`src/rtl/ddr3_mem_sched.sv`:
```
// Open-page DDR3 command scheduler: one 4-byte CPU request at a time,
// PRE/ACT/RD/WR sequencing with tRP/tRCD gaps and 4-beat wrapped bursts.
module ddr3_mem_sched #(
  parameter int T_RP  = 7,
  parameter int T_RCD = 7,
  parameter int ROW_W = 15,
  parameter int COL_W = 7
) (
  input  logic                   cpu_clk,
  input  logic                   reset_n,
  input  logic                   cpu_req,
  input  logic                   cpu_we,
  input  logic [ROW_W+COL_W-1:0] cpu_addr,
  input  logic [31:0]            cpu_wdata,
  output logic                   cpu_ready,
  output logic                   cpu_done,
  output logic [31:0]            cpu_rdata,
  output logic                   CK,
  output logic                   CK_N,
  output logic                   CS_N,
  output logic                   RAS_N,
  output logic                   CAS_N,
  output logic                   WE_N,
  output logic [ROW_W-1:0]       ADDR,
  output logic [COL_W-1:0]       COL,
  output logic [7:0]             WR_DATA,
  input  logic [7:0]             RD_DATA,
  input  logic                   DQS_N
);

  localparam int CNT_W = $clog2((T_RP > T_RCD) ? T_RP : T_RCD) + 1;
  localparam logic [CNT_W-1:0] RP_LOAD  = CNT_W'(T_RP - 2);
  localparam logic [CNT_W-1:0] RCD_LOAD = CNT_W'(T_RCD - 2);

  localparam logic [3:0] CMD_NOP = 4'b0111;
  localparam logic [3:0] CMD_ACT = 4'b0011;
  localparam logic [3:0] CMD_RD  = 4'b0101;
  localparam logic [3:0] CMD_WR  = 4'b0100;
  localparam logic [3:0] CMD_PRE = 4'b0010;
  localparam logic [3:0] CMD_RST = 4'b1111;

  typedef enum logic [3:0] {
    INIT_PRE, INIT_WAIT, IDLE, PRE_CMD, PRE_WAIT, ACT_CMD,
    ACT_WAIT, ISSUE, WBURST, RBURST, DONE
  } state_e;

  state_e             state_q, state_d;
  logic               live_q, live_d;
  logic [CNT_W-1:0]   wait_q, wait_d;
  logic [1:0]         beat_q, beat_d;
  logic               we_q, we_d;
  logic [ROW_W-1:0]   row_q, row_d;
  logic [COL_W-1:0]   col_q, col_d;
  logic [31:0]        wdata_q, wdata_d;
  logic [23:0]        rbuf_q, rbuf_d;
  logic [31:0]        rdata_q, rdata_d;
  logic [ROW_W-1:0]   open_row_q, open_row_d;
  logic               row_open_q, row_open_d;
  logic [ROW_W-1:0]   req_row;
  logic [3:0]         cmd;

  assign req_row = cpu_addr[ROW_W+COL_W-1:COL_W];

  always_ff @(posedge cpu_clk or negedge reset_n) begin
    if (!reset_n) begin
      state_q    <= INIT_PRE;
      live_q     <= 1'b0;
      wait_q     <= '0;
      beat_q     <= '0;
      we_q       <= 1'b0;
      row_q      <= '0;
      col_q      <= '0;
      wdata_q    <= '0;
      rbuf_q     <= '0;
      rdata_q    <= '0;
      open_row_q <= '0;
      row_open_q <= 1'b0;
    end else begin
      state_q    <= state_d;
      live_q     <= live_d;
      wait_q     <= wait_d;
      beat_q     <= beat_d;
      we_q       <= we_d;
      row_q      <= row_d;
      col_q      <= col_d;
      wdata_q    <= wdata_d;
      rbuf_q     <= rbuf_d;
      rdata_q    <= rdata_d;
      open_row_q <= open_row_d;
      row_open_q <= row_open_d;
    end
  end

  // live_q holds INIT_PRE for one extra edge so the PRE is visible after reset release.
  always_comb begin
    state_d    = state_q;
    live_d     = 1'b1;
    wait_d     = wait_q;
    beat_d     = beat_q;
    we_d       = we_q;
    row_d      = row_q;
    col_d      = col_q;
    wdata_d    = wdata_q;
    rbuf_d     = rbuf_q;
    rdata_d    = rdata_q;
    open_row_d = open_row_q;
    row_open_d = row_open_q;
    case (state_q)
      INIT_PRE: begin
        if (live_q) begin
          state_d = INIT_WAIT;
          wait_d  = RP_LOAD;
        end
      end
      INIT_WAIT: begin
        if (wait_q == '0) state_d = IDLE;
        else              wait_d  = wait_q - 1'b1;
      end
      IDLE: begin
        if (cpu_req) begin
          we_d    = cpu_we;
          row_d   = req_row;
          col_d   = cpu_addr[COL_W-1:0];
          wdata_d = cpu_wdata;
          beat_d  = '0;
          if (row_open_q && (req_row == open_row_q)) begin
            state_d = ISSUE;
          end else if (row_open_q) begin
            state_d = PRE_CMD;
          end else begin
            state_d    = ACT_CMD;
            open_row_d = req_row;
            row_open_d = 1'b1;
          end
        end
      end
      PRE_CMD: begin
        row_open_d = 1'b0;
        state_d    = PRE_WAIT;
        wait_d     = RP_LOAD;
      end
      PRE_WAIT: begin
        if (wait_q == '0) begin
          state_d    = ACT_CMD;
          open_row_d = row_q;
          row_open_d = 1'b1;
        end else begin
          wait_d = wait_q - 1'b1;
        end
      end
      ACT_CMD: begin
        state_d = ACT_WAIT;
        wait_d  = RCD_LOAD;
      end
      ACT_WAIT: begin
        if (wait_q == '0) state_d = ISSUE;
        else              wait_d  = wait_q - 1'b1;
      end
      ISSUE: state_d = we_q ? WBURST : RBURST;
      WBURST: begin
        beat_d = beat_q + 2'd1;
        if (beat_q == 2'd3) state_d = DONE;
      end
      RBURST: begin
        // The final beat goes straight into cpu_rdata so it changes only on completion.
        if (!DQS_N) begin
          beat_d = beat_q + 2'd1;
          case (beat_q)
            2'd0:    rbuf_d[7:0]   = RD_DATA;
            2'd1:    rbuf_d[15:8]  = RD_DATA;
            2'd2:    rbuf_d[23:16] = RD_DATA;
            default: begin
              rdata_d = {RD_DATA, rbuf_q};
              state_d = DONE;
            end
          endcase
        end
      end
      DONE:    state_d = IDLE;
      default: state_d = INIT_PRE;
    endcase
  end

  always_comb begin
    cmd = CMD_NOP;
    case (state_q)
      INIT_PRE, PRE_CMD: cmd = CMD_PRE;
      ACT_CMD:           cmd = CMD_ACT;
      ISSUE:             cmd = we_q ? CMD_WR : CMD_RD;
      default:           cmd = CMD_NOP;
    endcase
    if (!live_q) cmd = CMD_RST;
  end

  assign {CS_N, RAS_N, CAS_N, WE_N} = cmd;
  assign CK        = cpu_clk;
  assign CK_N      = ~cpu_clk;
  assign ADDR      = open_row_q;
  assign COL       = {col_q[COL_W-1:2], col_q[1:0] + beat_q};
  assign WR_DATA   = (state_q == WBURST) ? wdata_q[{beat_q, 3'b000} +: 8] : 8'h00;
  assign cpu_ready = (state_q == IDLE);
  assign cpu_done  = (state_q == DONE);
  assign cpu_rdata = rdata_q;

endmodule

```
`config.mk`:
```
export PLATFORM = sky130hd
export DESIGN_NAME = ddr3_mem_sched
export DESIGN_NICKNAME = d
export VERILOG_FILES = /design/src/rtl/ddr3_mem_sched.sv
export SDC_FILE = /design/constraint.sdc
export NUM_CORES = 1
export LEC_CHECK = 0
export CORE_MARGIN = 1
export CORE_UTILIZATION = 45
export CTS_BUF_LIST = sky130_fd_sc_hd__clkbuf_8 sky130_fd_sc_hd__clkbuf_16
export CTS_CLUSTER_SIZE = 28
export DETAILED_ROUTE_END_ITERATION = 10
export PLACE_DENSITY = 0.72
export SYNTH_ARGS = -nofsm -noshare
export SYNTH_HDL_FRONTEND = slang
export SYNTH_SLANG_ARGS = --single-unit
export TNS_END_PERCENT = 1
```
`constraint.sdc`:
```
create_clock -name cpu_clk -period 4.4 [get_ports cpu_clk]
set_input_delay 0.66 -clock cpu_clk [delete_from_list [all_inputs] [get_ports cpu_clk]]
set_output_delay 0.66 -clock cpu_clk [all_outputs]
set_load 0.02 [all_outputs]
```
==> results of run 1 <==
==> worst max-delay path, delay by kind of cell <==
kind | cells | cell delay [ns]
buffers and inverters | 5 | 1.17
==> through the flow <==
step | total power [mW] | instance area (sq um) | std cells
floorplan | 3.41 | 6160 | 435
global placement | 4.01 | 7640 | 725
detailed placement | 4.09 | 7640 | 725
CTS | 5.62 | 8290 | 760
global route | 5.88 | 8290 | 760
finish | 5.55 | 8290 | 760
==> cells in the final DEF, fill, tap and decap left out, drive strengths merged, types with 2 or more instances in the layout <==
cell | netlist | layout
dfrtp | 138 | 138
clkdlybuf4s50 | 0 | 135
mux2 | 113 | 113
clkbuf | 12 | 22
xor2 | 17 | 17
or2 | 16 | 16
o221a | 15 | 15
nand2 | 14 | 14
and3 | 9 | 9
mux4 | 8 | 8
a21oi | 7 | 7
ha | 7 | 7
inv | 6 | 7
buf | 16 | 7
clkinvlp | 0 | 6
o21ai | 5 | 5
clkinv | 0 | 5
nor2 | 4 | 4
nor3 | 3 | 3
nand2b | 3 | 3
nor4 | 3 | 3
a211o | 3 | 3
or3b | 3 | 3
nor3b | 3 | 3
nor2b | 2 | 2
xnor2 | 2 | 2
a211oi | 2 | 2
nor4b | 2 | 2
nand3b | 2 | 2
==> worst paths after layout <==
check / startpoint / to / slack (ns) / cells past startpoint
setup / recovery: cpu_clk / CK_N / 0.37 / 5
hold / removal: reset_n / row_q[0]$_DFFE_PN0P_ / 0.21 / 1
setup reg to reg: state_q[3]$_DFFE_PN0P_ / ADDR[0]$_DFFE_PN0P_ / 1.71 / 4
hold reg to reg: wdata_q[21]$_DFFE_PN0P_ / wdata_q[21]$_DFFE_PN0P_ / 0.50 / 1
max in group asynchronous: reset_n / wdata_q[22]$_DFFE_PN0P_ / 3.34 / 2
min in group cpu_clk: wdata_q[21]$_DFFE_PN0P_ / wdata_q[21]$_DFFE_PN0P_ / 0.50 / 1
==> layout make-up <==
| type | count | area (sq um) |
|---|---|---|
| multi-input cells | 263 | 2530 |
| inverters | 5 | 18.8 |
| repair buffers | 140 | 1390 |
| flip-flops and latches | 138 | 3450 |
| well taps | 176 | 220 |
| clock inverters | 14 | 124 |
| fillers | 1016 | 5010 |
| clock buffers | 24 | 548 |
==> routing by layer <==
layer,track usage (%),part of all wire (%),up-vias
met2,31.0,48,112
met1,26.3,46,2027
met3,5.84,5.5,11
li1,-,-,1862
met4,9.89,1.1,0
met5,0,0,-
==> sequential cells by signal (all words and copies together), names as in the netlist <==
signal,cells
state_q,4
col_q,7
we_q,1
row_q,15
live_q,1
beat_q,2
wdata_q,32
wait_q,4
row_open_q,1
rbuf_q,24
cpu_rdata,32
ADDR,15
==> cells by family after synthesis <==
| kind of cell | after synthesis | share of synthesized area (%) |
|---|---|---|
| flip-flops | 138 | 56.0 |
| AND/OR/NAND/NOR | 71 | 7.29 |
| multiplexers | 121 | 23.6 |
| other | 1 | 0.0608 |
| buffers and inverters | 34 | 2.90 |
| AO/OA/AOI/OAI | 44 | 6.05 |
| adder cells (fa/ha/maj) | 7 | 1.42 |
| XOR/XNOR | 19 | 2.70 |
==> power breakdown <==
part,switching (mW),internal (mW)
Clock,0.601,0.956
Combinational,0.730,1.06
Sequential,0.436,1.77
Total,1.77,3.79
==> results.txt, run 1 <==
- Result of the run: complete, no violations
- Traced cell by cell, the critical path runs through clkbuf_16, clkbuf_16, clkbuf_16, inv_1, clkdlybuf4s50_1.
- Cell area after synthesis: 6160 sq um
* Growth of design area from synthesis to finish: 34.4%
- In this run, synthesis inferred 0 flip-flops with an integrated enable.
- The number of antenna diodes in the final layout is 0.
* Largest fanout on the critical path: 16
- The max-slew violation count was 0.
- Syn Area/Cell: 14.2 sq um
- Hold violation count in the final report: 0
* Maximum clock skew at final layout: 0.00779 ns
* Critical path startpoint category: clock port
- Share of Yosys cell area claimed by the top area cell type: 56.0%
- During placement, the flow inserted port buffers numbering 136.
- Routed vias: 4012
* Register bit total from synthesis: 138
- Cell types occupying the most area after synthesis: sky130_fd_sc_hd__dfrtp_1 (56%), sky130_fd_sc_hd__mux2_2 (21%), sky130_fd_sc_hd__mux4_2 (2.9%), sky130_fd_sc_hd__xor2_1 (2.4%), sky130_fd_sc_hd__o221a_1 (1.8%)
- CTS tree: yes
- Power density normalized to cell area: 670 nW/um^2
- Among all cell types in the netlist, the one instantiated most often is sky130_fd_sc_hd__dfrtp_1.
- IR analysis of the VDD net gives a maximum drop of 0.459 mV.
- Worst min-delay path class: input pin to async pin
* Cell repeated most along the worst path: sky130_fd_sc_hd__clkbuf_16
- Post-detailed-route via-to-cell ratio: 5.28
* Area of the die: 14200 sq um
- STA puts the critical path data required time at 3.74 ns.
* Number of top-level pins: 137
- Floorplan die width: 119 um
- Dividing the detail-routed wire length by the instance count gives 17.3 um.
* Largest area contributor in the netlist: sky130_fd_sc_hd__dfrtp_1
- The slowest stage of the critical path belongs to the cell sky130_fd_sc_hd__clkdlybuf4s50_1.
- Wires add up to 13.2 mm.
* Clock transition time at the flip-flop clock pins of the worst setup and hold paths: 0.05 ns
- The detailed router finished its first iteration with 176 violations.
- Ranked by instance count, the synthesized netlist is headed by sky130_fd_sc_hd__dfrtp_1 (138), sky130_fd_sc_hd__mux2_2 (113), sky130_fd_sc_hd__xor2_1 (17), sky130_fd_sc_hd__or2_2 (16), sky130_fd_sc_hd__nand2_1 (14).
* Post-route worst setup slack: 0.366 ns
- RSZ-0062 raised after global routing: false
- After synthesis, flip-flops and latches occupy 56.0% of the total area.
* Yosys Warn Count: 0
- Remaining design rule violation count: 0
* Fraction of layout instances using a drive strength above 1: 32.9%
- Stage delay of the slowest cell on the critical path: 0.60 ns
* Count of cell types in the netlist: 54
* Post-detailed-route count of antenna-violating nets: 0
- In this run, post-CTS repair resized a total of 0 instances.
- Global placement routability congestion: 0.771
- The setup path with the least slack is of type clock port to output port.
- Cells fill 62.3% of the core in the end.
* Max_slew headroom: 40.9%
- Core Rows: 42
- Summed over all cells, the static leakage comes to 3.62 nW.
- FFs w/ async S/R, synth: 100%
- OpenSTA, run right after detailed placement, puts the worst setup slack at 0.931 ns.
- Across every metal layer, demand over resource in global routing totals 20.2%.
* Slew at the pin with the worst max-slew slack: 0.887 ns
- Entering global routing, the biggest net connects 89 pins.
- Data on the critical path arrives at its endpoint at 3.37 ns.
- First-pass GRT wire length: 21.7 mm
- Area of the core: 13300 sq um
- The later pin in the worst-skew pair is clocked with a latency of 0.53 ns.
* Final setup violation count: 0
* Number of nets in the finished design: 645
- The initial antenna violation count was 0.
- Number of max-capacitance violations reported: 0
* DP Wirelength: 8.77 mm
* Die Y: 119 um
- Post-CTS timing repair inserted 0 buffers for setup.
- Setup total negative slack on the finished layout was measured at 0 ns.
* Crit. End Element: output port
- Synthesis produced a netlist whose cell count is 435.
- Synthesized Nets: 509
* Starting utilization of the core area: 46.4%
* Number of global-route vias before repair: 4271
- Most used flip-flop cell after synthesis: sky130_fd_sc_hd__dfrtp_1
- Final Hold Slack: 0.205 ns
- The first TritonRoute pass finished after 4 iterations.
- After global routing the overflow that remains totals 0.
* Number of buffers inserted for hold repair after clock tree synthesis: 0
Power figures use the tool's default switching activity.
==> inputs of run 2 (changes only) <==
- CAP_MARGIN: not set -> 20
- CORE_ASPECT_RATIO: not set -> 0.7
==> results.txt, run 2 (same netlist as run 1, synthesis figures left out) <==
- Critical-path top delay cell: sky130_fd_sc_hd__clkdlybuf4s50_1 (unchanged)
- Setup repair bufs after CTS: 0 (unchanged)
- The internal cell power was 3.80 mW (was 3.79 mW).
* Cell family with the largest share of critical-path delay: buffers and inverters (unchanged)
- Post-detailed-route via-to-cell ratio: 5.19 (was 5.28)
- Slew at the pin with the worst max-slew slack: 0.958 ns (was 0.887 ns)
- The width of the die was 142 um (was 119 um).
* Leading cell type in the layout, fill and taps excluded: sky130_fd_sc_hd__dfrtp_1 (unchanged)
- The number of placement rows is 35 (was 42).
- The clock network latency to the later pin of the worst-skew pair came to 0.52 ns (was 0.53 ns).
* Power density normalized to cell area: 677 nW/um^2 (was 670 nW/um^2)
- The antenna violation net count after detailed routing is 0 (unchanged).
- The clock-pin slew on the worst setup and hold paths came to 0.07 ns (was 0.05 ns).
- Part of the power in registers: 39.3% (was 39.8%)
- Setup slack on the worst flop-to-flop path: 1.64 ns (was 1.71 ns)
- The worst max-slew margin expressed relative to the limit came to 36.1% (was 40.9%).
* Maximum clock skew at final layout: 0.0124 ns (was 0.00779 ns)
- Post-CTS resize count: 0 (unchanged)
* Post-route worst setup slack: 0.391 ns (was 0.366 ns)
- RSZ-0062 raised after global routing: false (unchanged)
* Post-Place Setup Slack: 0.931 ns (unchanged)
- Pin count of the biggest net entering global routing: 108 (was 89)
* Detailed Routing Iterations Pass 1: 5 (was 4)
* Worst setup path endpoint: CK_N (unchanged)
- The final global-route overflow total is 0 (unchanged).
* Final setup violation count: 0 (unchanged)
- Worst setup path class: clock port to output port (unchanged)
- The number of vias after detailed routing is 3989 (was 4012).
- Combinational Power Share: 32.3% (was 32.2%)
- DP Wirelength: 9.01 mm (was 8.77 mm)
* Area of the core: 13300 sq um (about the same)
* Number of nets in the finished design: 644 (was 645)
- The final weighted congestion in routability-driven placement came to 0.774 (was 0.771).
- Hold violation count in the final report: 0 (unchanged)
- The hold buffer count at cts came to 0 (unchanged).
- Number of global-route vias before repair: 4141 (was 4271)
* Worst min-delay path class: input pin to async pin (unchanged)
* First-pass GRT wire length: 21.6 mm (was 21.7 mm)
- Crit. End Element: output port (unchanged)
* Largest fanout on the critical path: 16 (unchanged)
* Final setup TNS: 0 ns (unchanged)
* Per-cell routed wire length: 17.3 um (about the same)
- The initial antenna violation count was 0 (unchanged).
- Post-Route WL: 13.3 mm (was 13.2 mm)
* Number of top-level pins: 137 (unchanged)
- Area of the die: 14200 sq um (about the same)
- Critical path startpoint category: clock port (unchanged)
- The maximum vdd drop came to 0.480 mV (was 0.459 mV).
* Max Transition Viols Final: 0 (unchanged)
- The vertical die dimension was 99.9 um (was 119 um).
* Remaining design rule violation count: 0 (unchanged)
- Cell repeated most along the worst path: sky130_fd_sc_hd__clkbuf_16 (unchanged)
- Cells along the critical path: clkbuf_16, clkbuf_16, clkbuf_16, inv_1, clkdlybuf4s50_1 (unchanged)
- Startpoint of the worst-slack reg-to-reg timing path: state_q[3]$_DFFE_PN0P_ (unchanged)
- Total area of multi-input combinational cells: 2530 sq um (unchanged)
* Leakage power: 3.62 nW (about the same)
* Stage delay of the slowest cell on the critical path: 0.59 ns (was 0.60 ns)
* Growth of design area from synthesis to finish: 34.7% (was 34.4%)
- The ratio of cells with drive above 1 in the final layout is 32.8% (was 32.9%).
- The capturing point of the worst reg2reg path was ADDR[14]$_DFFE_PN0P_ (was ADDR[0]$_DFFE_PN0P_).
- The number of input and output port buffers inserted came to 136 (unchanged).
- The overall fraction of global-route tracks in use is 19.9% (was 20.2%).
- Number of max-capacitance violations reported: 0 (unchanged)
- The total inserted antenna cells is 0 (unchanged).
* Switching part of the total: 32.4% (was 31.8%)
- The path length in cells of the critical path was 5 (unchanged).
- The number of DRC markers in iteration 0 came to 142 (was 176).
- The total buffers and inverters traversed by the critical path was 5 (unchanged).
- The number of cells on the worst reg-to-reg path was 4 (unchanged).
* Crit path from: cpu_clk (unchanged)
* Starting utilization of the core area: 46.5% (was 46.4%)
- Share of total power in the clock network: 28.5% (was 28.0%)
- Commonest cells after routing, fill and taps aside: sky130_fd_sc_hd__dfrtp_1 (138), sky130_fd_sc_hd__clkdlybuf4s50_1 (135), sky130_fd_sc_hd__mux2_2 (113) (unchanged).
- Required arrival time at the worst endpoint: 3.74 ns (about the same)
* Net switching power: 1.82 mW (was 1.77 mW)
* Fillers: 1005 (was 1016)
* CTS tree: yes (unchanged)
- The arrival time of data at the critical path endpoint was 3.35 ns (was 3.37 ns).
- Result of the run: complete, no violations (unchanged)
- The register area was 3450 sq um (unchanged).
run 2: cell types whose count changed in the layout (fill, tap and decap cells not counted):
cell	previous run	this run
sky130_fd_sc_hd__clkinvlp_4	6	5
sky130_fd_sc_hd__buf_4	6	5
sky130_fd_sc_hd__clkinv_2	2	0
sky130_fd_sc_hd__clkinv_4	3	1
sky130_fd_sc_hd__inv_8	0	1
sky130_fd_sc_hd__inv_6	1	5
run 2: stage by stage:
step                area, sq um  hold slack (ns)  std cells  power [mW]  utilization (%)
finish                     8300            0.266        768        5.62             62.6
global route               8300            0.330        768        5.93             62.6
floorplan                  6160            0.364        435        3.41                -
detailed placement         7640            0.490        733        4.10             57.6
global placement           7640            0.481        733        4.02             57.6
CTS                        8300            0.310        768        5.66             62.6
run 2: metal layers:
metal,share of wire (%),global-route usage (%),vias to the layer above
li1,-,-,1846
met1,47,26.8,2049
met2,47,31.3,84
met3,4.7,6.06,10
met4,0.70,5.62,0
met5,0,0,-
run 2: cell type report:
cell class	instances	share of cell area (%)
clock buffer	24	6.60
multi-input combinational	263	30.5
clock inverter	14	1.63
tap	185	2.79
sequential	138	41.6
timing repair buffer	139	16.6
inverter	5	0.226
run 2: worst min-delay path by stage:
| stage | startpoint | end | slack [ns] | cells past startpoint |
|---|---|---|---|---|
| floorplan | reset_n | ADDR[0]$_DFFE_PN0P_ | 0.36 | 0 |
| global placement | wdata_q[25]$_DFFE_PN0P_ | wdata_q[25]$_DFFE_PN0P_ | 0.48 | 1 |
| detailed placement | wdata_q[5]$_DFFE_PN0P_ | wdata_q[5]$_DFFE_PN0P_ | 0.49 | 1 |
| CTS | reset_n | rbuf_q[16]$_DFFE_PN0P_ | 0.31 | 1 |
| global route | reset_n | rbuf_q[16]$_DFFE_PN0P_ | 0.33 | 1 |
| finish | reset_n | cpu_rdata[16]$_DFFE_PN0P_ | 0.27 | 1 |
run 2: power groups by stage:
stage	clock, mW	sequential, mW	combinational (mW)
final	1.60	2.21	1.81
after global routing	1.69	2.28	1.96
after CTS	1.63	2.21	1.83
after detailed placement	0.0642	2.23	1.82
after global placement	0.0642	2.19	1.76
after floorplan	0.0428	2.15	1.22
